===== src/rtl/temp_pkg.sv =====
// Shared types and constants for the temperature acquisition path.
package temp_pkg;

  localparam int TEMP_W = 11;
  typedef logic signed [TEMP_W-1:0] temp_t;

  localparam int TEMP_MAX = 1023;
  localparam int TEMP_MIN = -1024;

  // Low 3 bits of every good sensor frame
  localparam logic [2:0] MARCA_SENSOR = 3'b111;

  // Range comparator thresholds, tenths of C
  localparam int TEMP_BAJO = 180;
  localparam int TEMP_ALTO = 259;

  typedef enum logic [2:0] {
    REPOSO,
    ESPERA,
    CS_INI,
    DESPLAZA,
    CS_FIN,
    CONVIERTE
  } estado_t;

endpackage


===== src/rtl/conv_temp_decimas.sv =====
// 13-bit sensor code (0.0625 C/LSB) -> signed tenths of C, rounded and saturated.
module conv_temp_decimas
  import temp_pkg::*;
(
  input  logic [12:0]              codigo,
  output logic signed [TEMP_W-1:0] temp
);

  localparam logic signed [16:0] LIM_ALTO = 17'(TEMP_MAX);
  localparam logic signed [16:0] LIM_BAJO = 17'(TEMP_MIN);

  logic signed [16:0] ext, prod, redo;

  // x10 via shifts, +8 then >>>4 rounds half toward +inf, then clamp to 11 bits
  always_comb begin
    ext  = {{4{codigo[12]}}, codigo};
    prod = (ext <<< 3) + (ext <<< 1);
    redo = (prod + 17'sd8) >>> 4;
    temp = redo[TEMP_W-1:0];
    if (redo > LIM_ALTO)      temp = temp_t'(TEMP_MAX);
    else if (redo < LIM_BAJO) temp = temp_t'(TEMP_MIN);
  end

endmodule


===== src/rtl/lector_sensor_temp.sv =====
// Periodic serial reader for the temperature sensor: frames a 16-bit mode-0 read,
// checks the frame marker and publishes the converted sample with a valid pulse.
module lector_sensor_temp
  import temp_pkg::*;
#(
  parameter int DIV_SCLK        = 4,
  parameter int N_BITS          = 16,
  parameter int PERIODO_MUESTRA = 100000
) (
  input  logic                     clk,
  input  logic                     rst_n,
  input  logic                     habilitar,
  input  logic                     sensor_miso,
  output logic                     sensor_sclk,
  output logic                     sensor_cs_n,
  output logic signed [TEMP_W-1:0] temp_salida,
  output logic                     temp_valida,
  output logic                     error_sensor
);

  localparam int DIV_W = $clog2(DIV_SCLK);
  localparam int BIT_W = $clog2(N_BITS);
  localparam int PER_W = $clog2(PERIODO_MUESTRA);

  estado_t           estado, estado_n;
  logic [DIV_W-1:0]  div_cnt, div_n;
  logic              alta, alta_n;     // current sclk half is the high one
  logic [BIT_W-1:0]  bit_cnt, bit_n;
  logic [PER_W-1:0]  per_cnt;          // cycles since last CS_INI entry
  logic [N_BITS-1:0] raw;
  logic              fin_div, muestra, marca_ok;
  temp_t             temp_conv;

  assign fin_div  = (div_cnt == DIV_W'(DIV_SCLK - 1));
  assign muestra  = (estado_n == DESPLAZA) && alta_n && !((estado == DESPLAZA) && alta);
  assign marca_ok = (raw[2:0] == MARCA_SENSOR);

  conv_temp_decimas u_conv (
    .codigo (raw[N_BITS-1:3]),
    .temp   (temp_conv)
  );

  // Next state and sub-counters of the frame sequencer
  always_comb begin
    estado_n = estado;
    div_n    = div_cnt;
    alta_n   = alta;
    bit_n    = bit_cnt;
    case (estado)
      REPOSO: if (habilitar) begin
        estado_n = CS_INI;
        div_n    = '0;
      end
      ESPERA: begin
        if (!habilitar) estado_n = REPOSO;
        else if (per_cnt == PER_W'(PERIODO_MUESTRA - 1)) begin
          estado_n = CS_INI;
          div_n    = '0;
        end
      end
      CS_INI: begin
        if (fin_div) begin
          estado_n = DESPLAZA;
          div_n    = '0;
          alta_n   = 1'b0;
          bit_n    = '0;
        end else div_n = div_cnt + 1'b1;
      end
      DESPLAZA: begin
        if (fin_div) begin
          div_n = '0;
          if (!alta) alta_n = 1'b1;
          else begin
            alta_n = 1'b0;
            if (bit_cnt == BIT_W'(N_BITS - 1)) estado_n = CS_FIN;
            else bit_n = bit_cnt + 1'b1;
          end
        end else div_n = div_cnt + 1'b1;
      end
      CS_FIN: begin
        if (fin_div) begin
          estado_n = CONVIERTE;
          div_n    = '0;
        end else div_n = div_cnt + 1'b1;
      end
      CONVIERTE: estado_n = habilitar ? ESPERA : REPOSO;
      default:   estado_n = REPOSO;
    endcase
  end

  // Sequencer registers; sclk/cs_n registered from the next state so they never glitch
  always_ff @(posedge clk or negedge rst_n) begin
    if (!rst_n) begin
      estado      <= REPOSO;
      div_cnt     <= '0;
      alta        <= 1'b0;
      bit_cnt     <= '0;
      sensor_cs_n <= 1'b1;
      sensor_sclk <= 1'b0;
      raw         <= '0;
    end else begin
      estado      <= estado_n;
      div_cnt     <= div_n;
      alta        <= alta_n;
      bit_cnt     <= bit_n;
      sensor_cs_n <= !(estado_n inside {CS_INI, DESPLAZA, CS_FIN});
      sensor_sclk <= (estado_n == DESPLAZA) && alta_n;
      if (muestra) raw <= {raw[N_BITS-2:0], sensor_miso};
    end
  end

  // Period counter restarts at each CS_INI entry so frame starts are exactly one period apart
  always_ff @(posedge clk or negedge rst_n) begin
    if (!rst_n)                                        per_cnt <= '0;
    else if ((estado_n == CS_INI) && (estado != CS_INI)) per_cnt <= '0;
    else if (estado == REPOSO)                         per_cnt <= '0;
    else                                               per_cnt <= per_cnt + 1'b1;
  end

  // Result publication: a bad marker raises error and keeps the previous sample
  always_ff @(posedge clk or negedge rst_n) begin
    if (!rst_n) begin
      temp_salida  <= '0;
      temp_valida  <= 1'b0;
      error_sensor <= 1'b0;
    end else begin
      temp_valida  <= (estado == CONVIERTE) && marca_ok;
      error_sensor <= (estado == CONVIERTE) && !marca_ok;
      if ((estado == CONVIERTE) && marca_ok) temp_salida <= temp_conv;
    end
  end

endmodule


===== config.mk =====
export PLATFORM = sky130hd
export DESIGN_NAME = lector_sensor_temp
export DESIGN_NICKNAME = d
export VERILOG_FILES = /design/src/rtl/temp_pkg.sv /design/src/rtl/conv_temp_decimas.sv /design/src/rtl/lector_sensor_temp.sv
export SDC_FILE = /design/constraint.sdc
export NUM_CORES = 1
export LEC_CHECK = 0
export ABC_AREA = 1
export CAP_MARGIN = 30
export CORE_UTILIZATION = 30
export CTS_CLUSTER_SIZE = 12
export DETAILED_ROUTE_END_ITERATION = 8
export SYNTH_ARGS = -nofsm -noshare
export SYNTH_HDL_FRONTEND = slang
export SYNTH_HIERARCHICAL = 1
export SYNTH_SLANG_ARGS = --single-unit

===== constraint.sdc =====
create_clock -name clk -period 2.8 [get_ports clk]
set_input_delay 0.42 -clock clk [delete_from_list [all_inputs] [get_ports clk]]
set_output_delay 0.42 -clock clk [all_outputs]
set_load 0.03 [all_outputs]

==> flow_summary.json <==
{
  "worst_ep_required_time_ns": 3.00,
  "initialDrtViolationCount": 202,
  "portion_of_the_post_synthesis_area_used_by_sequential_elements_pct": 39.0,
  "post_cts.repair.setup_buffers": 0,
  "fin_setup_tns_ns": 0,
  "yosys_warnings": 6,
  "pin_count": 19,
  "drtPass1Iterations": 5,
  "total_leakage_power_nw": 2.29,
  "postSynthCellCount": 463,
  "fp-row-count": 40,
  "timing.hold.ws_ns": -0.00361,
  "path_class": "reg2reg",
  "die_x_um": 113,
  "crit_path_end_kind": "flip-flop",
  "yosys_register_bits": 58,
  "grt_pass1_vias": 2949,
  "rsz0062_at_grt": "no",
  "chipHeight_um": 113,
  "syn-num-nets": 494,
  "failing_checks": "hold timing",
  "tritoncts": "built",
  "design.final.nets": 521,
  "cp_data_arrival_time_ns": 2.82,
  "critical-path-slowest-cell": "sky130_fd_sc_hd__dfrtp_1",
  "detailed_place_hpwl_um": 5540,
  "ir_drop_mv": 0.257,
  "globalRoute.totalOverflow": 0,
  "crit_chain": "ha_1, ha_1, inv_1, fa_1, inv_1, nand3_1, nand3_1, nand3_1, nand3_1, nand2_2, nand2_4, inv_4, nand2_4, nand2_1, mux2_2",
  "max_freq_mhz": 382,
  "yosys.cell_types.count": 40,
  "number_of_maximum_capacitance_violations": 0,
  "cts_hold_buffers": 0,
  "clkLatencyLatePin_ns": 0.33,
  "cts_root_buf": "sky130_fd_sc_hd__clkbuf_16",
  "totalWireLength_um": 7320,
  "fp.coreArea_mm2": 0.0121,
  "fin_util_pct": 36.4,
  "status": "finished, violations left",
  "antenna_violating_nets_post_route": 0,
  "insertedDiodeCount": 0,
  "critical_path.max_stage_delay_ns": 0.41,
  "routedWlPerCell_um": 11.0,
  "total_via_count_after_detailed_routing": 3009,
  "max_slew_margin_vs_limit_pct": 58.7,
  "critPathLaunchType": "flip-flop",
  "post_cts_resized": 0,
  "fraction_of_final_layout_cells_sized_beyond_drive_strength_1_pct": 13.7,
  "report.final.hold_viol_count": 3,
  "cts.reportedPaths.clkPinSlew_ns": 0.06,
  "fin_crit_ns": 2.62,
  "synthFlopType": "sky130_fd_sc_hd__dfrtp_1",
  "timing.final.max_slew_violations": 0,
  "tritoncts_num_sinks": 58,
  "powerDensity_mw_per_mm2": 459,
  "critPathMostFrequentCell": "sky130_fd_sc_hd__nand3_1",
  "async_flop_share_pct": 100,
  "antenna_found_initial": 0,
  "skew_ns": 0.0122,
  "place_congestion": 0.830,
  "grt_start_max_net_pins": 24,
  "htree_num_levels": 3,
  "worstPathMaxFanout": 10,
  "initial_core_utilization_pct": 30.9,
  "synth.avg_cell_area_um2": 8.04,
  "dieArea_mm2": 0.0129,
  "clockBufferDepth": 2,
  "synth_enable_flop_cells": 0,
  "post-route-period-util_pct": 93.5,
  "global_route.usage.total_pct": 12.8,
  "final_common_cell": "sky130_fd_sc_hd__nand2_1",
  "detail_route.drc_violations": 0,
  "cts_inserted_buffers": 9,
  "final_cell_mix": "sky130_fd_sc_hd__nand2_1 (136), sky130_fd_sc_hd__dfrtp_1 (57), sky130_fd_sc_hd__inv_1 (52), sky130_fd_sc_hd__nor2_1 (37)",
  "tightest_slew_ns": 0.614,
  "total_of_fill_cells_in_the_finished_design": 1226,
  "vias_per_cell": 4.54,
  "first_pass_grt_wire_length_um": 13300,
  "syn2layout_area_growth_pct": 17.8,
  "hold_path_class": "in2async",
  "netlist_area_mm2": 0.00372,
  "setup_violations": 0,
  "buffer_ports.inserted": 18
}
==> cells in the mapped netlist, types with 2 or more instances <==
master,count,area [µm²]
sky130_fd_sc_hd__ha_1,26,325
sky130_fd_sc_hd__buf_6,2,22.5
sky130_fd_sc_hd__nand3_2,3,30.0
sky130_fd_sc_hd__dfrtp_1,57,1430
sky130_fd_sc_hd__nand3_1,26,130
sky130_fd_sc_hd__mux2_2,11,124
sky130_fd_sc_hd__a31oi_1,3,18.8
sky130_fd_sc_hd__inv_2,5,18.8
sky130_fd_sc_hd__nand2_2,10,62.6
sky130_fd_sc_hd__nand4_1,23,144
sky130_fd_sc_hd__inv_1,52,195
sky130_fd_sc_hd__nor2_2,4,25.0
sky130_fd_sc_hd__inv_4,2,12.5
sky130_fd_sc_hd__o21ai_0,7,35.0
sky130_fd_sc_hd__xnor2_1,5,43.8
sky130_fd_sc_hd__buf_4,2,15.0
sky130_fd_sc_hd__nor3_1,10,50.1
sky130_fd_sc_hd__xor2_1,10,87.6
sky130_fd_sc_hd__nor2_1,37,139
sky130_fd_sc_hd__a21oi_1,9,45.0
sky130_fd_sc_hd__nand2_4,5,56.3
sky130_fd_sc_hd__nand2_1,136,510
==> power breakdown <==
group	internal, W	switching [W]	total [W]
clock	0.000709	0.000386	0.00110
combinational	0.0000251	0.0000449	0.0000700
sequential	0.000844	0.00000517	0.000850
==> final cells by class <==
class / instances / area, µm² / area share (%)
Clock inverter: 5 / 55.1 / 1.25
Multi-Input combinational cell: 341 / 2000 / 45.6
Sequential cell: 58 / 1450 / 33.1
Inverter: 59 / 226 / 5.16
Tap cell: 168 / 210 / 4.79
Clock buffer: 11 / 243 / 5.53
Timing Repair Buffer: 21 / 198 / 4.51
==> sequential cells by signal, indices dropped and copies added (netlist names) <==
name	cells
alta	1
bit_cnt	4
div_cnt	2
error_sensor	1
estado	3
per_cnt	17
raw	16
sensor_cs_n	1
sensor_sclk	1
temp_salida	11
temp_valida	1
==> critical path: cells and delay by family, from the launching register on <==
family	cells	cell delay (ns)
fa+ha+maj	3	0.85
buf+inv	3	0.21
flops	1	0.41
mux	1	0.26
simple gates	8	0.77
==> per-layer routing <==
layer / wire length (µm) / track usage, % / up-vias
met1: 3750 / 17.2 / 1380
met3: 265 / 2.87 / 10
li1: - / - / 1566
met4: 104 / 4.56 / 0
met5: 0 / 0 / -
met2: 3200 / 20.0 / 53
==> cells by family after synthesis <==
| group | after synthesis | synth area share [%] |
|---|---|---|
| AO/OA/AOI/OAI | 25 | 4.30 |
| adder cells (fa/ha/maj) | 27 | 9.28 |
| XOR/XNOR | 15 | 3.53 |
| AND/OR/NAND/NOR | 263 | 33.3 |
| buffers and inverters | 64 | 7.19 |
| multiplexers | 11 | 3.33 |
| flip-flops | 58 | 39.0 |
==> path summary, 6_finish.rpt <==
kind | end | startpoint | cells after the start | slack [ns]
worst max-delay path | temp_salida[2]$_DFFE_PN0P_ | raw[6]$_DFFE_PN0P_ | 15 | 0.18
worst min-delay path | per_cnt[14]$_DFF_PN0_ | rst_n | 1 | -0.004
worst max register to register | temp_salida[2]$_DFFE_PN0P_ | raw[6]$_DFFE_PN0P_ | 15 | 0.18
worst min register to register | per_cnt[0]$_DFF_PN0_ | per_cnt[0]$_DFF_PN0_ | 1 | 0.48
max in group asynchronous | raw[6]$_DFFE_PN0P_ | rst_n | 2 | 2.16
min in group clk | per_cnt[0]$_DFF_PN0_ | per_cnt[0]$_DFF_PN0_ | 1 | 0.48
==> per-stage QoR <==
stage	std cells	hold slack, ns	cell area (µm²)	setup WS, ns	power, W
6_report	663	-0.00361	4390	0.182	0.00201
2_1_floorplan	463	0.124	3720	0.403	0.000902
3_5_place_dp	647	0.358	4090	0.205	0.000935
3_3_place_gp	647	0.348	4090	0.276	0.000934
5_1_grt	663	0.0117	4390	0.00411	0.00209
4_1_cts	663	0.00411	4390	0.171	0.00204
Note: power is estimated with default switching activity, not from simulation.
